File: config.mk
export PLATFORM = sky130hd
export DESIGN_NAME = fwd_hazard_unit
export DESIGN_NICKNAME = d
export VERILOG_FILES = /design/src/rtl/fwd_pkg.sv /design/src/rtl/fwd_src_match.sv /design/src/rtl/fwd_hazard_unit.sv
export SDC_FILE = /design/constraint.sdc
export NUM_CORES = 1
export LEC_CHECK = 0
export CAP_MARGIN = 40
export CORE_MARGIN = 4
export CORE_UTILIZATION = 45
export DETAILED_ROUTE_END_ITERATION = 12
export PLACE_DENSITY_LB_ADDON = 0.3
export RECOVER_POWER = 50
export SLEW_MARGIN = 20
export SYNTH_ARGS = -nofsm -noshare
export SYNTH_HDL_FRONTEND = slang
export SYNTH_SLANG_ARGS = --single-unit
File: constraint.sdc
create_clock -name clk -period 1.94 [get_ports clk]
set_input_delay 0.291 -clock clk [delete_from_list [all_inputs] [get_ports clk]]
set_output_delay 0.291 -clock clk [all_outputs]
set_load 0.005 [all_outputs]
File: src/rtl/fwd_pkg.sv
// Shared definitions for the forwarding/hazard unit.
// Covers the operand-select encodings and the per-stage shadow record.
package fwd_pkg;

    // Record address field is sized for the widest supported register file.
    // Narrower addresses are zero-extended into it.
    localparam int MAX_AW = 8;

    localparam logic [1:0] SEL_RF    = 2'b00;
    localparam logic [1:0] SEL_EXMEM = 2'b01;
    localparam logic [1:0] SEL_MEMWB = 2'b10;

    typedef struct packed {
        logic              valid;
        logic [MAX_AW-1:0] dest;
        logic              wb_en;
        logic              mem_rd;
    } stage_rec_t;

endpackage

File: src/rtl/fwd_src_match.sv
// Compares one ID source operand against the EX and MEM shadow records.
module fwd_src_match
    import fwd_pkg::*;
(
    input  logic [MAX_AW-1:0] src,
    input  logic              used,
    input  stage_rec_t        ex_rec,
    input  logic              mem_valid,
    input  logic [MAX_AW-1:0] mem_dest,
    input  logic              mem_wb_en,
    output logic              match_ex,
    output logic              match_mem,
    output logic              load_use
);

    always_comb begin
        match_ex  = used && ex_rec.valid && ex_rec.wb_en && (ex_rec.dest == src);
        match_mem = used && mem_valid && mem_wb_en && (mem_dest == src);
        load_use  = match_ex && ex_rec.mem_rd;
    end

endmodule

File: src/rtl/fwd_hazard_unit.sv
// Operand forwarding and stall control for a 5-stage pipeline.
// Tracks the EX/MEM/WB destinations and drives the registered EX operand selects.
module fwd_hazard_unit
    import fwd_pkg::*;
#(
    parameter int REG_AW = 4,
    parameter int NSRC   = 2,
    parameter int CNT_W  = 16
) (
    input  logic                     clk,
    input  logic                     rst,
    input  logic                     forward_en,
    input  logic                     freeze,
    input  logic                     flush,
    input  logic                     id_valid,
    input  logic [NSRC*REG_AW-1:0]   id_src,
    input  logic [NSRC-1:0]          id_src_used,
    input  logic [REG_AW-1:0]        id_dest,
    input  logic                     id_wb_en,
    input  logic                     id_mem_rd,
    output logic                     stall,
    output logic [NSRC*2-1:0]        sel_src,
    output logic [CNT_W-1:0]         stall_count
);

    stage_rec_t        id_rec;
    stage_rec_t        ex_rec;
    stage_rec_t        mem_rec;
    stage_rec_t        wb_rec;
    logic [NSRC-1:0]   match_ex;
    logic [NSRC-1:0]   match_mem;
    logic [NSRC-1:0]   load_use;
    logic [NSRC*2-1:0] sel_next;

    // Invalid instructions enter EX as all-zero records, identical to bubbles.
    always_comb begin
        id_rec = '0;
        if (id_valid) begin
            id_rec.valid  = 1'b1;
            id_rec.dest   = MAX_AW'(id_dest);
            id_rec.wb_en  = id_wb_en;
            id_rec.mem_rd = id_mem_rd;
        end
    end

    for (genvar k = 0; k < NSRC; k++) begin : g_src
        fwd_src_match u_match (
            .src       (MAX_AW'(id_src[k*REG_AW +: REG_AW])),
            .used      (id_src_used[k]),
            .ex_rec    (ex_rec),
            .mem_valid (mem_rec.valid),
            .mem_dest  (mem_rec.dest),
            .mem_wb_en (mem_rec.wb_en),
            .match_ex  (match_ex[k]),
            .match_mem (match_mem[k]),
            .load_use  (load_use[k])
        );
    end

    always_comb begin
        if (forward_en) begin
            stall = id_valid && (|load_use);
        end else begin
            stall = id_valid && (|(match_ex | match_mem));
        end
    end

    // The youngest producer (EX) wins when both stages write the same register.
    always_comb begin
        sel_next = '0;
        if (forward_en) begin
            for (int k = 0; k < NSRC; k++) begin
                if (match_ex[k]) begin
                    sel_next[k*2 +: 2] = SEL_EXMEM;
                end else if (match_mem[k]) begin
                    sel_next[k*2 +: 2] = SEL_MEMWB;
                end else begin
                    sel_next[k*2 +: 2] = SEL_RF;
                end
            end
        end
    end

    // ---- ID -> EX -> MEM -> WB record pipeline ----
    always_ff @(posedge clk) begin
        if (rst) begin
            ex_rec      <= '0;
            mem_rec     <= '0;
            wb_rec      <= '0;
            sel_src     <= '0;
            stall_count <= '0;
        end else if (!freeze) begin
            mem_rec <= ex_rec;
            wb_rec  <= mem_rec;
            if (flush || stall) begin
                ex_rec  <= '0;
                sel_src <= '0;
            end else begin
                ex_rec  <= id_rec;
                sel_src <= sel_next;
            end
            if (!flush && stall && (stall_count != '1)) begin
                stall_count <= stall_count + CNT_W'(1);
            end
        end
    end

    // Empty WB slots are always fully zeroed, and no select ever carries 11.
    assert property (@(posedge clk) wb_rec.valid || (wb_rec == '0));
    for (genvar k = 0; k < NSRC; k++) begin : g_sel_chk
        assert property (@(posedge clk) sel_src[k*2 +: 2] != 2'b11);
    end

endmodule

* Yosys cells after proc, flatten, opt, wreduce, memory -nomap -nowiden
Index checks and enable logic that the tools add are counted.
** Storage, ports and cells
- Register bits after elaboration :: 41
- Input bits :: 22
- Output and inout bits :: 21
** Cells by class
- Add/sub/neg operators :: 1
- Equal/unequal tests :: 5
- Bitwise operators :: 2
- Reductions and logical operators :: 23
- Multiplexer cells :: 9
** Operators with widths (count)
- == test 8 x 4 -> 1 bit :: 4
- two-way mux 11 bit :: 2
- logical AND 1 bit :: 18
- adder 16 x 1 -> 16 bit, second input constant :: 1
- != test 16 bit, second input constant :: 1
- two-way mux 2 bit :: 4
- two-way mux 4 bit :: 2
- OR reduction 2 bit :: 2
- OR 2 bit :: 1
- AND reduction 2 bit :: 1
- zero test 1 bit :: 1
- logical OR 1 bit :: 1
- two-way mux 1 bit :: 1
- NOT 1 bit :: 1

* Depth between registers and ports, before layout
Gate-level depths: netlist (run 1).
- Word-level depth :: 10
- Gate-level depth with buffers :: 7
- Gate-level depth less buffers :: 6

* By module
From an unflattened synthesis (run 1), not the netlist that was laid out.
** Unflattened totals
- Cells, all modules :: 216
- Area total of the unflattened synthesis :: 1891.8 µm²
** Modules (own cells, without submodules)
- fwd_hazard_unit :: area each 1493.9 µm², instances 1, cells an instance 162, sequential area each 660.6 µm²
- fwd_src_match :: area each 198.9 µm², instances 2, cells an instance 27, sequential area each 0.0 µm²

* Least setup slack after synthesis (run 1)
OpenSTA, ideal clock, no wires.
- Path kind :: reg2reg
- From :: register stall_count[0]
- To :: register stall_count[3]
- Path buffers :: 1
- Setup time :: 0.070 ns
- Stages on the path, launching flop included :: 8
- Arrival time :: 1.749 ns
- Slack :: 0.120 ns
- Cells stage by stage :: dfxtp_1 -> ha_1 -> and3_2 -> a21oi_2 -> o311ai_4 -> buf_6 -> or3_1 -> a21oi_1
** Between the ends
- Longest elaborated chain between the ends :: 3
- Elaborated cells between the ends (all ways) :: 4
- Those cells by class :: add/sub: 1; eq/ne: 1; reduce/logical: 2
** Ends and longest elaborated chain
- start: declaration :: line fwd_hazard_unit.sv:23 : output logic [CNT_W-1:0] stall_count
- start signal: assignment :: line fwd_hazard_unit.sv:103 : stall_count <= stall_count + CNT_W'(1);
- branches (longest 3 deep; another with adder 16 x 1 -> 16 bit)
Several ways; the timed one is not identified.
A chain may end at the register's enable or synchronous reset.

* Worst setup path after layout (run 1)
- From :: register, netlist name ex_rec[3]
- To :: output port stall
** Between the ends
- Longest elaborated chain between the ends :: 6
- Elaborated cells between the ends (all ways) :: 12
- Those cells by class :: eq/ne: 2; mux: 1; bitwise: 1; reduce/logical: 8
** Ends and longest elaborated chain
- == test 8 x 4 -> 1 bit :: line fwd_src_match.sv:17 : match_ex = used && ex_rec.valid && ex_rec.wb_en && (ex_rec.dest == src);
- logical AND 1 bit :: line fwd_src_match.sv:17
- OR 2 bit / logical AND 1 bit (equally long branches) :: line fwd_hazard_unit.sv:64, fwd_src_match.sv:19
- OR reduction 2 bit, on equally long branches :: line fwd_hazard_unit.sv:64, fwd_hazard_unit.sv:62
- logical AND 1 bit, on equally long branches :: line fwd_hazard_unit.sv:64, fwd_hazard_unit.sv:62
- two-way mux 1 bit * :: line fwd_hazard_unit.sv:61 : if (forward_en) begin
- end: declaration :: line fwd_hazard_unit.sv:21 : output logic stall,
Every way passes the cells marked *; elsewhere a longest branch is shown, timed or not.

==> impl_metrics.tcl, run 1 <==
set metrics [dict create \
    ys_seq_area_frac 0.381 \
    status "finished with violations" \
    arrival_ns 1.66 \
    hold_viol_final 0 \
    met2_usage 0.354 \
    grtUsageMet3 0.0604 \
    die_x_um 70.1 \
    slew_headroom 0.703 \
    muxShareOfSynthArea 0.0664 \
    synth_warnings 0 \
    worstSkewPairLatency_ns 0.29 \
    syn_to_final_growth_pct 64.1 \
    synth_top_area_share 0.381 \
    power_frac_seq 0.447 \
    post_drt_wl_per_cell_um 16.8 \
    drc 0 \
    p_per_area_mw_per_mm2 544 \
    startpoint_type "register" \
    cts_root_buffer "clkbuf_8" \
    antenna_left 0 \
    min_path_type "reg2reg" \
    ys_ff_latch 33 \
    post-route-period-util 1.01 \
    finalPower_mw 1.55 \
    post_route_cells_drive_above_1_share 0.351 \
    grt.total_usage 0.211 \
    final_common_cell "buf_4" \
    io_buffers 42 \
    tritoncts "done" \
    die_h_um 70.1 \
    postCtsHoldBufs 0 \
    r2r_slack_ns 0 \
    vias 1747 \
    wirelength_mm 5.32 \
    drtIter0Drc 119 \
    crit_type "reg2out" \
    first_pass_iters 4 \
    fmax_mhz 512 \
    clkSinkCount 33 \
    swShare 0.231 \
    htree_levels 2 \
    grt_max_degree 11 \
    synth_compound_area_frac 0.183 \
    tightest_slew_ns 0.444 \
    crit_path_end_kind "output port" \
    clk_transition_reported_paths_ns 0.07 \
    clock_skew_ns 0.00304 \
    syn_area_mm2 0.00173 \
    required_ns 1.65 \
    switching_power_mw 0.358 \
    reg2reg_depth 7 \
    core_area_mm2 0.00369 \
    worst_slack_ns -0.0140 \
    r2r-end "stall_count[8]" \
    grt.busiest_layer "met2" \
    dp_hpwl_mm 3.41 \
    synth_top_family_by_area "simple AND/OR/NAND/NOR gates" \
    irDropWorstVdd_uv 442 \
    die_area_mm2 0.00491 \
    yosys.area.top_type "dfxtp_1" \
    syn_inst 186 \
    grt_overflow 0 \
    final_cells 316 \
    whs_endpoint "sel_src[3]" \
    grt_pass1_wl_mm 8.22 \
    synth-xor-area-share 0.0859 \
    critPathMaxFanout 4 \
    routabilityCongestion 0.849 \
    num_antenna_cells 0 \
    cts_buffers 5 \
    violations "setup timing" \
    hold_path_depth 2 \
    synth-simple-area-share 0.257 \
    finalSetupViolCount 2 \
    synth_nets 209 \
    hp-start "sel_src[3]" \
    rows 22 \
    synth_fa_ha_area_frac 0.00722 \
    synth.avg_cell_area_um2 9.32 \
    start_util 0.470 \
    n_fill_cell 242 \
    p_leak_nw 1.17 \
    drv_cap 0 \
    nets 290 \
    grt_util_met1 0.240 \
    antenna_found_initial 0 \
    clockBufferDepth 2 \
    drt-vias-per-instance 5.53 \
    dp_cells 304 \
    fin_crit_ns 1.95 \
    reg2reg_from "mem_rec[4]" \
    rsz0062_at_grt "true" \
    pwr-share-clk 0.441 \
    internal_power_mw 1.19 \
    io_pins 43 \
    hold_slack_ns 0.464 \
    synthDistinctLibCells 41 \
    final_cell_mix "30 x buf_4, 25 x dfxtp_1, 18 x nor2_1, 18 x dlygate4sd3_1, 13 x clkdlybuf4s50_1" \
    final_max_slew_viol_count 0 \
    pre_cts_slack_ns -0.513 \
    synth_top_cells_by_area "dfxtp_1 38%, xnor2_1 6.1%, nor2_1 4.1%, mux2i_1 4.0%, a21oi_1 3.5%" \
    grt_pass1_vias 1765 \
    power_frac_comb 0.112 \
]
-- critical path: stages, from the launching register on --
cell,delay [ns]
dfxtp_4,0.37
xnor2_2,0.27
nand3_4,0.12
o221ai_4,0.23
o31ai_4,0.13
nor2_2,0.12
buf_2,0.12
-- registers in the layout, indices dropped and copies added (netlist names) --
name	cells
stall_count	16
ex_rec	7
mem_rec	6
sel_src	4
-- metal layers --
layer,vias to the layer above,routed length (µm),share of wire
li1,848,-,-
met1,827,2230,0.42
met2,52,2590,0.49
met3,20,276,0.052
met4,0,223,0.042
met5,-,0,0
-- cells in the mapped netlist --
cell	n
dfxtp_1	33
nor2_1	19
a21oi_1	12
xnor2_1	12
nand2_1	10
nand3_1	10
o21ai_0	9
or3_1	9
mux2i_1	7
a22o_1	5
nor2b_1	5
xor2_1	5
nor3_1	4
a22oi_1	3
and3_1	3
and3_2	3
and4_1	3
clkbuf_1	3
nand4_1	3
inv_1	2
mux2_1	2
mux2_2	2
nand3_2	2
nand3b_1	2
nor3_2	2
a21oi_2	1
a22o_2	1
a311oi_1	1
a31oi_1	1
a41oi_1	1
and2_1	1
and4_2	1
buf_1	1
buf_6	1
ha_1	1
nor4_4	1
o221ai_4	1
o22ai_4	1
o311ai_4	1
o31a_2	1
o31ai_4	1
-- cell type report --
class,instances,area (µm²),share of cell area
sequential,33,673,0.237
multi-input combinational,147,1310,0.460
inverter,2,7.51,0.00264
tap,48,60.1,0.0211
clock buffer,7,86.3,0.0303
clock inverter,1,30.0,0.0106
timing repair buffer,78,681,0.239
-- per-stage QoR --
stage	TNS [ns]	utilization	instance area, µm²
after floorplan	0	-	1730
final	-0.0149	0.771	2850
after detailed placement	-10.32	0.660	2440
after global routing	-0.194	0.771	2850
after global placement	-9.00	0.660	2440
after CTS	-0.00699	0.739	2730
-- power by group through the flow --
stage	Sequential (mW)	Combinational [mW]	Clock (mW)
3_5_place_dp	0.704	0.147	0
5_1_grt	0.691	0.184	0.716
6_report	0.691	0.174	0.683
3_3_place_gp	0.704	0.145	0
4_1_cts	0.690	0.157	0.684
2_1_floorplan	0.703	0.0615	0
-- cells by family (layout without fill, tap and decap cells) --
kind of cell    after synthesis  after routing
fa+ha+maj                     1              1
buf+inv                       7             88
flops                        33             33
simple gates                 78             78
mux                          11             11
xor+xnor                     17             17
compound gates               39             40
-- worst max path at each step --
stage                   start  slack [ns]             end
6_report            ex_rec[3]       -0.01           stall
5_1_grt             ex_rec[3]       -0.09           stall
4_1_cts             ex_rec[3]      -0.007           stall
3_5_place_dp        id_src[5]       -0.51           stall
3_3_place_gp        id_src[5]       -0.50           stall
2_1_floorplan  stall_count[0]        0.12  stall_count[3]
-- repair_timing --
item | 4_1_cts | 5_1_grt
pin swaps | 17 | 10
resized for setup | 45 | 25
cloned | 1 | 0
setup endpoints to repair | 22 | 17
setup buffers | 3 | 1
Note: power is estimated with default switching activity, not from simulation.
==> run 2: changes to the inputs <==
--- a/config.mk
+++ b/config.mk
@@ -8,9 +8,11 @@
 export CAP_MARGIN = 40
 export CORE_MARGIN = 4
 export CORE_UTILIZATION = 45
+export CTS_BUF_LIST = sky130_fd_sc_hd__clkbuf_16
 export DETAILED_ROUTE_END_ITERATION = 12
 export PLACE_DENSITY_LB_ADDON = 0.3
 export RECOVER_POWER = 50
+export REMOVE_ABC_BUFFERS = 1
 export SLEW_MARGIN = 20
 export SYNTH_ARGS = -nofsm -noshare
 export SYNTH_HDL_FRONTEND = slang
==> impl_metrics.tcl, run 2 (synthesized netlist as in run 1, its figures left out) <==
set metrics [dict create \
    finalSetupViolCount 10 \
    status "finished with violations" \
    critPathTopFamily "simple AND/OR/NAND/NOR gates" \
    vias 1849 \
    post-route-period-util 1.03 \
    grt.total_usage 0.217 \
    drv_cap 0 \
    cpMaxStageDelayCell "dfxtp_1" \
    power_frac_comb 0.110 \
    clk_transition_reported_paths_ns 0.05 \
    die_area_mm2 0.00491 \
    postPlaceCellArea_mm2 0.00243 \
    clkSinkCount 33 \
    final_cell_area_mm2 0.00290 \
    final_cell_mix "31 x clkdlybuf4s50_1, 31 x buf_4, 27 x dfxtp_1, 18 x nor2_1, 9 x dlygate4sd2_1" \
    nets 290 \
    startpoint_type "register" \
    fin_crit_ns 2.00 \
    grt_pass1_wl_mm 8.58 \
    switching_power_mw 0.360 \
    clockBufferDepth 2 \
    reg2reg_from "mem_rec[5]" \
    hold_slack_ns 0.461 \
    irDropWorstVdd_uv 461 \
    largest_register "stall_count" \
    postCtsHoldBufs 0 \
    power_frac_seq 0.435 \
    post_drt_wl_per_cell_um 19.0 \
    io_buffers 42 \
    wirelength_mm 5.97 \
    required_ns 2.16 \
    tritoncts "done" \
    worstSkewPairLatency_ns 0.28 \
    dp_cells 303 \
    crit_path_end_kind "register" \
    hold_viol_final 0 \
    n_fill_cell 221 \
    finalPower_mw 1.59 \
    start_util 0.470 \
    crit_type "reg2reg" \
    htree_levels 2 \
    largest_register_ffs 16 \
    rsz0062_at_grt "true" \
    io_pins 43 \
    violations "setup timing" \
    critPathBufInv 2 \
    grt_max_degree 17 \
    grt_pass1_vias 1755 \
    num_antenna_cells 0 \
    fmax_mhz 501 \
    worst_slack_ns -0.0578 \
    arrival_ns 2.21 \
    drt-vias-per-instance 5.87 \
    post_route_cells_drive_above_1_share 0.363 \
    tightest_slew_ns 0.528 \
    dp_hpwl_mm 3.35 \
    antenna_left 0 \
    worstSetupStartpoint "mem_rec[5]" \
    drtIter0Drc 168 \
    rows 22 \
    drc 0 \
    internal_power_mw 1.23 \
    first_pass_iters 4 \
    cts_root_buffer "clkbuf_16" \
    routabilityCongestion 0.777 \
    reg_top3 "stall_count: 16 flops, ex_rec: 7 flops, mem_rec: 6 flops" \
    crit_chain "xnor2_1, nand3_1, nor3_4, buf_6, o311ai_4, buf_6, or3_4, a21oi_2" \
    slew_headroom 0.645 \
    clock_skew_ns 0.00358 \
    p_per_area_mw_per_mm2 547 \
    grt_overflow 0 \
    final_max_slew_viol_count 0 \
    min_path_type "reg2reg" \
    pre_cts_slack_ns -0.537 \
    cts_buffers 5 \
    swShare 0.227 \
    pwr-share-clk 0.455 \
    p_leak_nw 1.14 \
    critPathMaxFanout 7 \
    crit_path_frequent_cell "buf_6" \
    die_x_um 70.1 \
    slowest_delay_ns 0.45 \
    final_cells 315 \
    die_h_um 70.1 \
    syn_to_final_growth_pct 67.5 \
    core_area_mm2 0.00369 \
    hp-start "sel_src[1]" \
    antenna_found_initial 0 \
]
## run 2: cell count changes in the layout (fill, tap and decap cells not counted), moves of 4 or more
cell             change
clkbuf_16            +5
clkbuf_8             -6
clkdlybuf4s50_1     +18
dfxtp_2              -4
dlygate4sd3_1       -18
## run 2: cell type report
type,count,area [µm²],area share
multi-input combinational,146,1320,0.456
timing repair buffer,79,704,0.243
sequential,33,676,0.233
clock buffer,5,125,0.0431
tap,48,60.1,0.0207
clock inverter,2,7.51,0.00259
inverter,2,7.51,0.00259
## run 2: worst register-to-register path: stages (launching register included)
cell      delay, ns
dfxtp_1        0.45
xnor2_1        0.17
nand3_1        0.14
nor3_4         0.22
buf_6          0.16
o311ai_4       0.17
buf_6          0.17
or3_4          0.32
a21oi_2        0.13
## run 2: power groups by stage
| stage | registers, mW | clock network, mW | logic, mW |
|---|---|---|---|
| after floorplan | 0.703 | 0 | 0.0509 |
| after global placement | 0.704 | 0 | 0.140 |
| after detailed placement | 0.704 | 0 | 0.142 |
| after CTS | 0.692 | 0.726 | 0.147 |
| after global routing | 0.691 | 0.752 | 0.185 |
| final | 0.691 | 0.722 | 0.174 |
## run 2: what timing repair did
action	4_1_cts	5_1_grt
resized for setup	40	38
hold endpoints to repair	0	0
pin swaps	27	14
endpoints found under the setup margin	23	23
setup buffers	6	0
## run 2: through the flow
stage / util / TNS [ns]
finish: 0.787 / -0.264
global route: 0.787 / -1.27
CTS: 0.734 / -0.0611
detailed placement: 0.658 / -10.80
global placement: 0.658 / -9.13
floorplan: - / 0
## run 2: per-layer routing
metal | part of all wire | vias up | global-route usage
li1 | - | 840 | -
met1 | 0.40 | 906 | 0.273
met2 | 0.52 | 82 | 0.381
met3 | 0.058 | 21 | 0.0460
met4 | 0.026 | 0 | 0.0447
met5 | 0 | - | 0
## run 2: path summary, 6_finish.rpt
kind | endpoint | slack (ns) | cells after the start
max | stall_count[3] | -0.06 | 8
min | sel_src[1] | 0.46 | 2
max reg2reg | stall_count[3] | -0.06 | 8
min reg2reg | sel_src[1] | 0.46 | 2
==> run 3: changes to the inputs <==
--- a/config.mk
+++ b/config.mk
@@ -5,9 +5,12 @@
 export SDC_FILE = /design/constraint.sdc
 export NUM_CORES = 1
 export LEC_CHECK = 0
+export ABC_AREA = 1
 export CAP_MARGIN = 40
-export CORE_MARGIN = 4
-export CORE_UTILIZATION = 45
+export CELL_PAD_IN_SITES_DETAIL_PLACEMENT = 0
+export CELL_PAD_IN_SITES_GLOBAL_PLACEMENT = 1
+export CORE_MARGIN = 5
+export CORE_UTILIZATION = 35
 export CTS_BUF_LIST = sky130_fd_sc_hd__clkbuf_16
 export DETAILED_ROUTE_END_ITERATION = 12
 export PLACE_DENSITY_LB_ADDON = 0.3
==> impl_metrics.tcl, run 3 <==
set metrics [dict create \
    core_area_mm2 0.00544 \
    post-route-period-util 0.893 \
    largest_register_ffs 16 \
    drt-vias-per-instance 4.45 \
    cts_root_buffer "clkbuf_16" \
    syn_area_mm2 0.00193 \
    yosysMostFrequentCell "nand2_1" \
    post_drt_wl_per_cell_um 11.3 \
    synth_top_cells_by_area "dfxtp_1 34%, nand2_1 15%, nor2_1 8.2%, inv_1 8.0%, nand4_2 5.8%" \
    syn_to_final_growth_pct 41.9 \
    startpoint_type "register" \
    drc 0 \
    post_route_cells_drive_above_1_share 0.178 \
    switching_power_mw 0.388 \
    synth.avg_cell_area_um2 6.55 \
    synth_top_area_share 0.342 \
    p_per_area_mw_per_mm2 686 \
    ys_ff_latch 33 \
    die_h_um 84.3 \
    io_pins 43 \
    reg_top3 "stall_count: 16 flops, ex_rec: 7 flops, mem_rec: 6 flops" \
    start_util 0.355 \
    hold_slack_ns 0.460 \
    hold_viol_final 0 \
    crit_type "reg2out" \
    arrival_ns 1.44 \
    yosys-top-cells-count "78 x nand2_1, 42 x nor2_1, 41 x inv_1, 33 x dfxtp_1, 18 x a21oi_1" \
    rows 27 \
    critPathMaxFanout 3 \
    final_common_cell "nand2_1" \
    required_ns 1.65 \
    largest_register "stall_count" \
    die_x_um 84.3 \
    status "completed" \
    routabilityCongestion 0.749 \
    num_antenna_cells 0 \
    final_cell_area_mm2 0.00274 \
    irDropWorstVdd_uv 414 \
    grt_overflow 0 \
    syn_inst 295 \
    ys_seq_area_frac 0.342 \
    synth-edff-count 0 \
    pwr-share-clk 0.551 \
    worstSkewPairLatency_ns 0.28 \
    power_frac_seq 0.372 \
    final_max_slew_viol_count 0 \
    min_path_type "reg2reg" \
    clockBufferDepth 2 \
    final_cell_mix "76 x nand2_1, 41 x inv_1, 38 x nor2_1, 29 x dfxtp_1, 21 x dlygate4sd3_1" \
    fmax_mhz 577 \
    fin_crit_ns 1.73 \
    synthDistinctLibCells 29 \
    wirelength_mm 4.79 \
    drtIter0Drc 47 \
    final_cells 425 \
    first_pass_iters 4 \
    async_flop_share 0 \
    die_area_mm2 0.00711 \
    nets 375 \
    antenna_found_initial 0 \
    finalPower_mw 1.88 \
    crit_path_end_kind "output port" \
    grt_pass1_vias 1939 \
    htree_levels 2 \
    cts_buffers 5 \
    swShare 0.206 \
    finalSetupViolCount 0 \
    grt_pass1_wl_mm 8.42 \
    tritoncts "done" \
    vias 1891 \
    postPlaceCellArea_mm2 0.00253 \
    synth_warnings 0 \
    yosys.area.top_type "dfxtp_1" \
    synth_flop_cell "dfxtp_1" \
    p_leak_nw 1.22 \
    antenna_left 0 \
    dp_hpwl_mm 3.56 \
    drv_cap 0 \
    tightest_slew_ns 0.458 \
    power_frac_comb 0.077 \
    slew_headroom 0.695 \
    internal_power_mw 1.49 \
    dp_cells 417 \
    cts_setup_buffers 0 \
    clk_transition_reported_paths_ns 0.06 \
    grt.total_usage 0.145 \
    grt_max_degree 27 \
    rsz0062_at_grt "false" \
    clock_skew_ns 0.00286 \
    io_buffers 42 \
    clkSinkCount 33 \
]
==> run 3: cell types whose count changed after synthesis, sizes merged, moves of 5 or more <==
cell | previous run | this run
inv | 2 | 44
nand3 | 12 | 20
nor2 | 19 | 44
mux2i | 7 | 0
a21oi | 13 | 18
and3 | 6 | 0
or3 | 9 | 0
nor2b | 5 | 0
nand4 | 3 | 13
a22o | 6 | 0
nand2 | 10 | 81
xnor2 | 12 | 3
==> run 3: path summary, 6_finish.rpt <==
| kind | from | endpoint | slack (ns) | depth (start not counted) |
|---|---|---|---|---|
| max | mem_rec[5] | stall | 0.21 | 11 |
| min | sel_src[1] | sel_src[1] | 0.46 | 2 |
| max reg2reg | mem_rec[5] | stall_count[12] | 0.23 | 12 |
| min reg2reg | sel_src[1] | sel_src[1] | 0.46 | 2 |
==> run 3: power by group through the flow <==
stage	logic [mW]	clock network (mW)	registers, mW
floorplan	0.0638	0	0.710
global placement	0.153	0	0.712
detailed placement	0.151	0	0.713
CTS	0.148	1.06	0.698
global route	0.165	1.09	0.700
finish	0.146	1.04	0.699
==> run 3: stage by stage <==
stage	TNS [ns]	util	setup WS, ns
6_report	0	0.504	0.207
2_1_floorplan	-10.88	-	-0.644
4_1_cts	0	0.502	0.0163
3_5_place_dp	-4.66	0.466	-0.405
3_3_place_gp	-4.95	0.466	-0.422
5_1_grt	0	0.504	0.00158
==> run 3: per-layer routing <==
layer / share of wire / track usage
met4: 0.016 / 0.0556
met2: 0.48 / 0.261
met5: 0 / 0
met1: 0.47 / 0.163
met3: 0.036 / 0.0383
==> run 3: cell families after synthesis <==
group                    Yosys count  share of synthesized area
adder cells (fa/ha/maj)            1                    0.00648
AO/OA/AOI/OAI                     32                     0.0855
buffers and inverters             54                      0.124
XOR/XNOR                           4                     0.0181
flip-flops                        33                      0.342
AND/OR/NAND/NOR                  171                      0.424
==> run 3: cell type report <==
| class | count | area (µm²) |
|---|---|---|
| inverter | 44 | 165 |
| timing repair buffer | 60 | 568 |
| clock buffer | 5 | 125 |
| sequential | 33 | 666 |
| multi-input combinational | 208 | 1060 |
| fill | 568 | 2700 |
| clock inverter | 3 | 65.1 |
| tap | 72 | 90.1 |
==> run 3: timing repair <==
action | 4_1_cts | 5_1_grt
gates resized for setup | 15 | 10
endpoints found under the setup margin | 1 | 7
pin swaps | 5 | 2
hold buffers | 0 | 0
==> run 3: worst max-delay path, stage by stage, from the launching register on <==
cell and delay (ns):
dfxtp_1 0.37, inv_1 0.07, nand2_1 0.05, nand2_1 0.05, nor2_1 0.10, nand3_1 0.11
nand2_2 0.09, nand2_2 0.06, nand2_4 0.06, nand2_1 0.05, inv_1 0.05, clkbuf_2 0.10
